### src/rtl/halt_ctrl.sv
// halt_ctrl: ebreak-driven halt sequencer with memory drain and
// simulation-end reporting, plus cycle/instret performance counters.
module halt_ctrl #(
    parameter int DRAIN_MAX = 16,
    parameter int CNT_W     = 64
) (
    input  logic             clock,
    input  logic             rst_n,
    input  logic             commit_valid,
    input  logic             commit_ebreak,
    input  logic [31:0]      a0_value,
    input  logic             lsu_busy,
    output logic             halt_req,
    output logic             ebreak_end,
    output logic [31:0]      exit_code,
    output logic             good_trap,
    output logic             drain_timeout,
    output logic [CNT_W-1:0] cycle_cnt,
    output logic [CNT_W-1:0] instret_cnt
);

    localparam int DW = $clog2(DRAIN_MAX + 1);
    localparam logic [DW-1:0] DRAIN_LAST = DW'(DRAIN_MAX - 1);

    typedef enum logic [1:0] {
        RUN,
        DRAIN,
        DONE
    } state_t;

    state_t        state;
    state_t        state_nxt;
    logic [DW-1:0] drain_cnt;
    logic          retire;
    logic          take_ebreak;
    logic          to_done;
    logic          forced;

    always_ff @(posedge clock or negedge rst_n) begin
        if (!rst_n) begin
            state <= RUN;
        end else begin
            state <= state_nxt;
        end
    end

    always_comb begin
        state_nxt   = state;
        retire      = 1'b0;
        take_ebreak = 1'b0;
        to_done     = 1'b0;
        forced      = 1'b0;
        unique case (state)
            RUN: begin
                retire = commit_valid;
                if (commit_valid && commit_ebreak) begin
                    take_ebreak = 1'b1;
                    state_nxt   = DRAIN;
                end
            end
            DRAIN: begin
                // an idle LSU wins over an expiring drain budget
                if (!lsu_busy) begin
                    to_done   = 1'b1;
                    state_nxt = DONE;
                end else if (drain_cnt == DRAIN_LAST) begin
                    to_done   = 1'b1;
                    forced    = 1'b1;
                    state_nxt = DONE;
                end
            end
            DONE: begin
                state_nxt = DONE;
            end
            default: begin
                state_nxt = RUN;
            end
        endcase
    end

    always_ff @(posedge clock or negedge rst_n) begin
        if (!rst_n) begin
            halt_req      <= 1'b0;
            ebreak_end    <= 1'b0;
            exit_code     <= '0;
            good_trap     <= 1'b0;
            drain_timeout <= 1'b0;
            cycle_cnt     <= '0;
            instret_cnt   <= '0;
            drain_cnt     <= '0;
        end else begin
            halt_req   <= (state_nxt != RUN);
            ebreak_end <= (state_nxt == DONE);
            if (state != DONE) begin
                cycle_cnt <= cycle_cnt + CNT_W'(1);
            end
            if (retire) begin
                instret_cnt <= instret_cnt + CNT_W'(1);
            end
            if (take_ebreak) begin
                exit_code <= a0_value;
            end
            if (state == DRAIN) begin
                drain_cnt <= drain_cnt + DW'(1);
            end else begin
                drain_cnt <= '0;
            end
            // exit_code was captured on the ebreak edge, so it is stable here
            if (to_done) begin
                good_trap     <= (exit_code == 32'd0);
                drain_timeout <= forced;
            end
        end
    end

endmodule

### config.mk
export PLATFORM = sky130hd
export DESIGN_NAME = halt_ctrl
export DESIGN_NICKNAME = d
export VERILOG_FILES = /design/src/rtl/halt_ctrl.sv
export SDC_FILE = /design/constraint.sdc
export NUM_CORES = 1
export LEC_CHECK = 0
export CAP_MARGIN = 20
export CORE_UTILIZATION = 49
export DETAILED_ROUTE_END_ITERATION = 10
export HOLD_SLACK_MARGIN = 0.1
export PLACE_DENSITY = 0.9
export SLEW_MARGIN = 40
export SYNTH_ARGS = -nofsm -noshare
export SYNTH_HDL_FRONTEND = slang
export SYNTH_SLANG_ARGS = --single-unit
### constraint.sdc
create_clock -name clock -period 2.05 [get_ports clock]
set_input_delay 0.5125 -clock clock [delete_from_list [all_inputs] [get_ports clock]]
set_output_delay 0.5125 -clock clock [all_outputs]
set_load 0.01 [all_outputs]
# --- Word-level counts from Yosys, hierarchy flattened ---
# Cells that the tools add are included.
totals:
  word_cells: 34
  ff_bits: 171
  inputBits: 37
op_classes:
  n_addsub: 3
  reduce_logical: 4
  mux: 13
  n_eq_ne: 5
ops:
  columns: ["cell", "count"]
  rows:
  - ["64-bit by 1-bit adder with 64-bit output (second input constant)", 2]
  - ["32-bit zero test", 1]
  - ["1-bit 2-to-1 mux", 8]
  - ["2-bit 2-to-1 mux", 3]
  - ["2-bit one-hot mux with 3 select lines", 1]
  - ["5-bit by 1-bit adder with 5-bit output (second input constant)", 1]
  - ["5-bit by 4-bit equality test with 1-bit output (second input constant)", 1]
  - ["5-bit 2-to-1 mux", 1]
  - ["2-bit equality test (second input constant)", 2]
  - ["2-bit by 1-bit equality test with 1-bit output (second input constant)", 1]
  - ["2-bit zero test", 1]
  - ["2-bit != test (second input constant)", 1]
  - ["2-bit nonzero test", 1]
  - ["1-bit logical AND", 1]

# --- Logic depth before layout (Yosys ltp) ---
logic_depth:
  word_depth: 5
  depth_mapped: 7

# --- Least setup slack after synthesis ---
# Ideal clock, no wire load.
synth_timing:
  kind: "reg2reg"
  start: "register cycle_cnt[0]"
  end: "register cycle_cnt[46]"
  arrival_ps: 1770
  path_buffers: 0
  setup_ps: 127
  required_ps: 1923
  path_stages_with_launch: 7
  slack_ps: 153
  cell_sequence: "dfrtp_1 > ha_1 > nand3_1 > or3_4 > nor4_4 > nand4_1 > xnor2_1"
synth_between:
  elab_chain_len: 1
synth_rtl:
  columns: ["item", "line", "text"]
  rows:
  - ["start: declaration", "18", "output logic [CNT_W-1:0] cycle_cnt,"]
  - ["start signal: assignment", "95", "cycle_cnt <= cycle_cnt + CNT_W'(1);"]
  - ["64-bit by 1-bit adder with 64-bit output", "95", null]
# No other way between the ends.
# A chain may end at the register's enable or synchronous reset.

# --- Final worst setup path ---
layout_timing:
  start: "register instret_cnt[10]"
  end: "output port instret_cnt[10]"
layout_rtl:
  columns: ["item", "line", "text"]
  rows:
  - ["start: declaration", "19", "output logic [CNT_W-1:0] instret_cnt"]
  - ["start signal: assignment", "98", "instret_cnt <= instret_cnt + CNT_W'(1);"]
# No word-level cell between the ends.

==> impl_metrics.ini <==
[status]
status = completed

[final_layout]
syn_to_final_growth_pct = 43.6
layoutNonFillerInstCount = 1241
final_area_um2 = 11300
final_util_pct = 72.9
drive_above_1_share_pct = 13.2
seq_area_um2 = 4290
nFillCells = 1090
antenna_cells = 0
fin_nets = 1058
multi_input_area_um2 = 3510

[yosys]
synth_top_area_share_pct = 54.6
yosys.area_share.adder_pct = 0.638
ys_dominant_reg_cell = dfrtp_1
yosys-top-cells-count = dfrtp_1 (171), nand2_1 (158), xnor2_1 (68)
synthTopCellsByArea = dfrtp_1 (55%), xnor2_1 (7.6%), nand2_1 (7.6%)
yosysWarnings = 0
ys_ff_latch = 171
synth_edf_count = 0
yosys-mux-area-fraction_pct = 0.144
synth-simple-area-share_pct = 28.7
synth_nets = 796
syn_area_um2 = 7840
synth_compound_area_share_pct = 0.223
synth_top_family_by_area = simple AND/OR/NAND/NOR gates
syn_inst = 755
ys_async_sr_fraction_pct = 100
synth_xor_area_share_pct = 14.3
yosysMostFrequentCell = dfrtp_1
synth_area_leader_cell = dfrtp_1
synth_cell_types = 42
seq_area_frac_synth_pct = 54.6
avgSynthCellArea_um2 = 10.4

[routing]
viasPerCell = 5.45
wl_per_cell_um = 16.8
dr.pass1.iters = 5
drt_iter0_drc = 476
num_vias = 6768
drt_wl_total_mm = 20.8
drcViolationCount = 0
antenna_left = 0

[sta]
fin_ws_ns = 0.0477
setup_viol = 0
finalSetupTns_ns = 0
period_needed_ns = 2.00
final.period_utilization_pct = 97.7
tightest_slew_ns = 0.623
rsz0062_at_grt = yes
drv_slew = 0
hold_violations = 0
relSlewSlack_pct = 58.4
worst_clock_skew_ns = 0.00803
fmax_mhz = 499

[global_routing]
grt_pass1_vias = 6802
grt_max_degree = 51
antenna_found_initial = 0
overflow = 0
grt_pass1_wl_mm = 33.6
track_usage_pct = 26.1

[critical_path]
required_ns = 1.54
startpoint_type = flip-flop
r2r-end = cycle_cnt[25]$_DFFE_PN0P_
ff2ff_path_depth = 5
cp-end-kind = primary output
r2r_setup_slack_ns = 0.06
critical_path_class = flip-flop to primary output
crit-reg2reg-launch = cycle_cnt[6]$_DFFE_PN0P_
crit_fanout = 5
arrival_ns = 1.49

[die]
die_w_um = 128
coreArea_um2 = 15400
start_util_pct = 50.8
pin_count = 201
num_rows = 45
dieArea_um2 = 16500
die_y_um = 128

[placed_design]
dp_worst_setup_slack_ns = -0.476
portBuffers = 200
place_area_um2 = 10500
placedCellCount = 1203
gp_congestion = 0.852
dp_hpwl_mm = 15.0

[power_and_ir_drop]
p_leak_nw = 5.17
irDropWorstVdd_uv = 795
power_density_nw_per_um2 = 896

[min_path]
min_from = drain_cnt[0]$_DFF_PN0_
whs_path_depth = 1
min_to = drain_cnt[0]$_DFF_PN0_
hold_class = flip-flop to flip-flop

[cts]
clk_path_buf_depth = 2
clk_latency_ns = 0.43
cts_max_level = 4
clkTransAtPathRegs_ns = 0.06
cts_tree = done
cts-root-buf = clkbuf_16
cts_buffers = 17
cts_sinks = 171

[run]
drv_cap = 0
[where the power goes]
| part | internal (W) | leakage [nW] | switching, W |
|---|---|---|---|
| clock | 0.00207 | 0.296 | 0.00131 |
| sequential | 0.00386 | 2.29 | 0.000470 |
| combinational | 0.00128 | 2.58 | 0.00110 |
[how the worst max path moves through the flow]
| stage | cells after the start | slack [ns] | startpoint | to |
|---|---|---|---|---|
| after global placement | 7 | -0.35 | commit_valid | instret_cnt[50]$_DFFE_PN0P_ |
| after detailed placement | 8 | -0.48 | commit_valid | instret_cnt[43]$_DFFE_PN0P_ |
| after CTS | 2 | 0.01 | instret_cnt[13]$_DFFE_PN0P_ | instret_cnt[13] |
| after floorplan | 6 | 0.15 | cycle_cnt[0]$_DFFE_PN0P_ | cycle_cnt[46]$_DFFE_PN0P_ |
| final | 2 | 0.05 | instret_cnt[10]$_DFFE_PN0P_ | instret_cnt[10] |
| after global routing | 5 | -0.07 | cycle_cnt[6]$_DFFE_PN0P_ | cycle_cnt[39]$_DFFE_PN0P_ |
[repair_timing]
item                                    in CTS  in global routing
hold endpoints to repair                    46                  0
setup buffers                                0                  5
hold buffers                                 1                  0
cloned                                       0                  0
endpoints found under the setup margin       6                 35
pin swaps                                    0                  2
gates resized for setup                      3                 21
[registers in the layout (all words and copies together) (netlist names)]
signal	cells
cycle_cnt	64
instret_cnt	64
exit_code	32
drain_cnt	5
state	2
drain_timeout	1
ebreak_end	1
good_trap	1
halt_req	1
[critical path, cell delays in order, from the launching register on]
cell and delay (ns):
dfrtp_1 0.38, buf_4 0.15, clkdlybuf4s50_1 0.53
[layout by cell type, fill, tap and decap left out, types with 3 or more instances in the layout]
master           count
nor3_1              30
dfrtp_2              6
nor4_4               4
or3_1                5
nand3_2              3
nand2_1            157
and3_1              14
dlymetal6s2s_1       4
nor4_1              14
inv_1               11
buf_12               5
or3_4                3
nand2b_1             3
clkbuf_8             5
dfrtp_1            165
clkdlybuf4s50_1    194
clkinvlp_4           5
buf_4               51
and2_1               9
ha_1                 3
nor3_2               4
nor2_1              48
nand3_1             45
xnor2_1             68
and4_1               4
bufinv_16            3
clkbuf_16           17
xor2_1              60
nor4_2               8
nand4_2              8
nand4_1             46
[layer usage]
metal / GRT usage (%) / vias to the layer above / wire length [um]
met5: 0 / - / 0
li1: - / 3116 / -
met2: 42.4 / 284 / 10200
met3: 8.32 / 35 / 1740
met4: 9.69 / 0 / 348
met1: 32.6 / 3333 / 8540
[layout make-up]
cell class	count	area share, %
flip-flops and latches	171	38.1
multi-input cells	558	31.2
repair buffers	258	22.4
clock buffers	22	4.39
well taps	211	2.35
clock inverters	10	1.22
inverters	11	0.367
[cells by family after synthesis]
logic type	after synthesis
simple gates	422
flops	171
xor+xnor	128
buf+inv	26
fa+ha+maj	4
compound gates	3
mux	1
[through the flow]
stage / hold WS (ns) / total power [W]
5_1_grt: 0.497 / 0.0106
3_3_place_gp: 0.446 / 0.00666
3_5_place_dp: 0.455 / 0.00673
6_report: 0.463 / 0.0101
2_1_floorplan: 0.217 / 0.00523
4_1_cts: 0.463 / 0.0101
(Power assumes the default switching activity.)
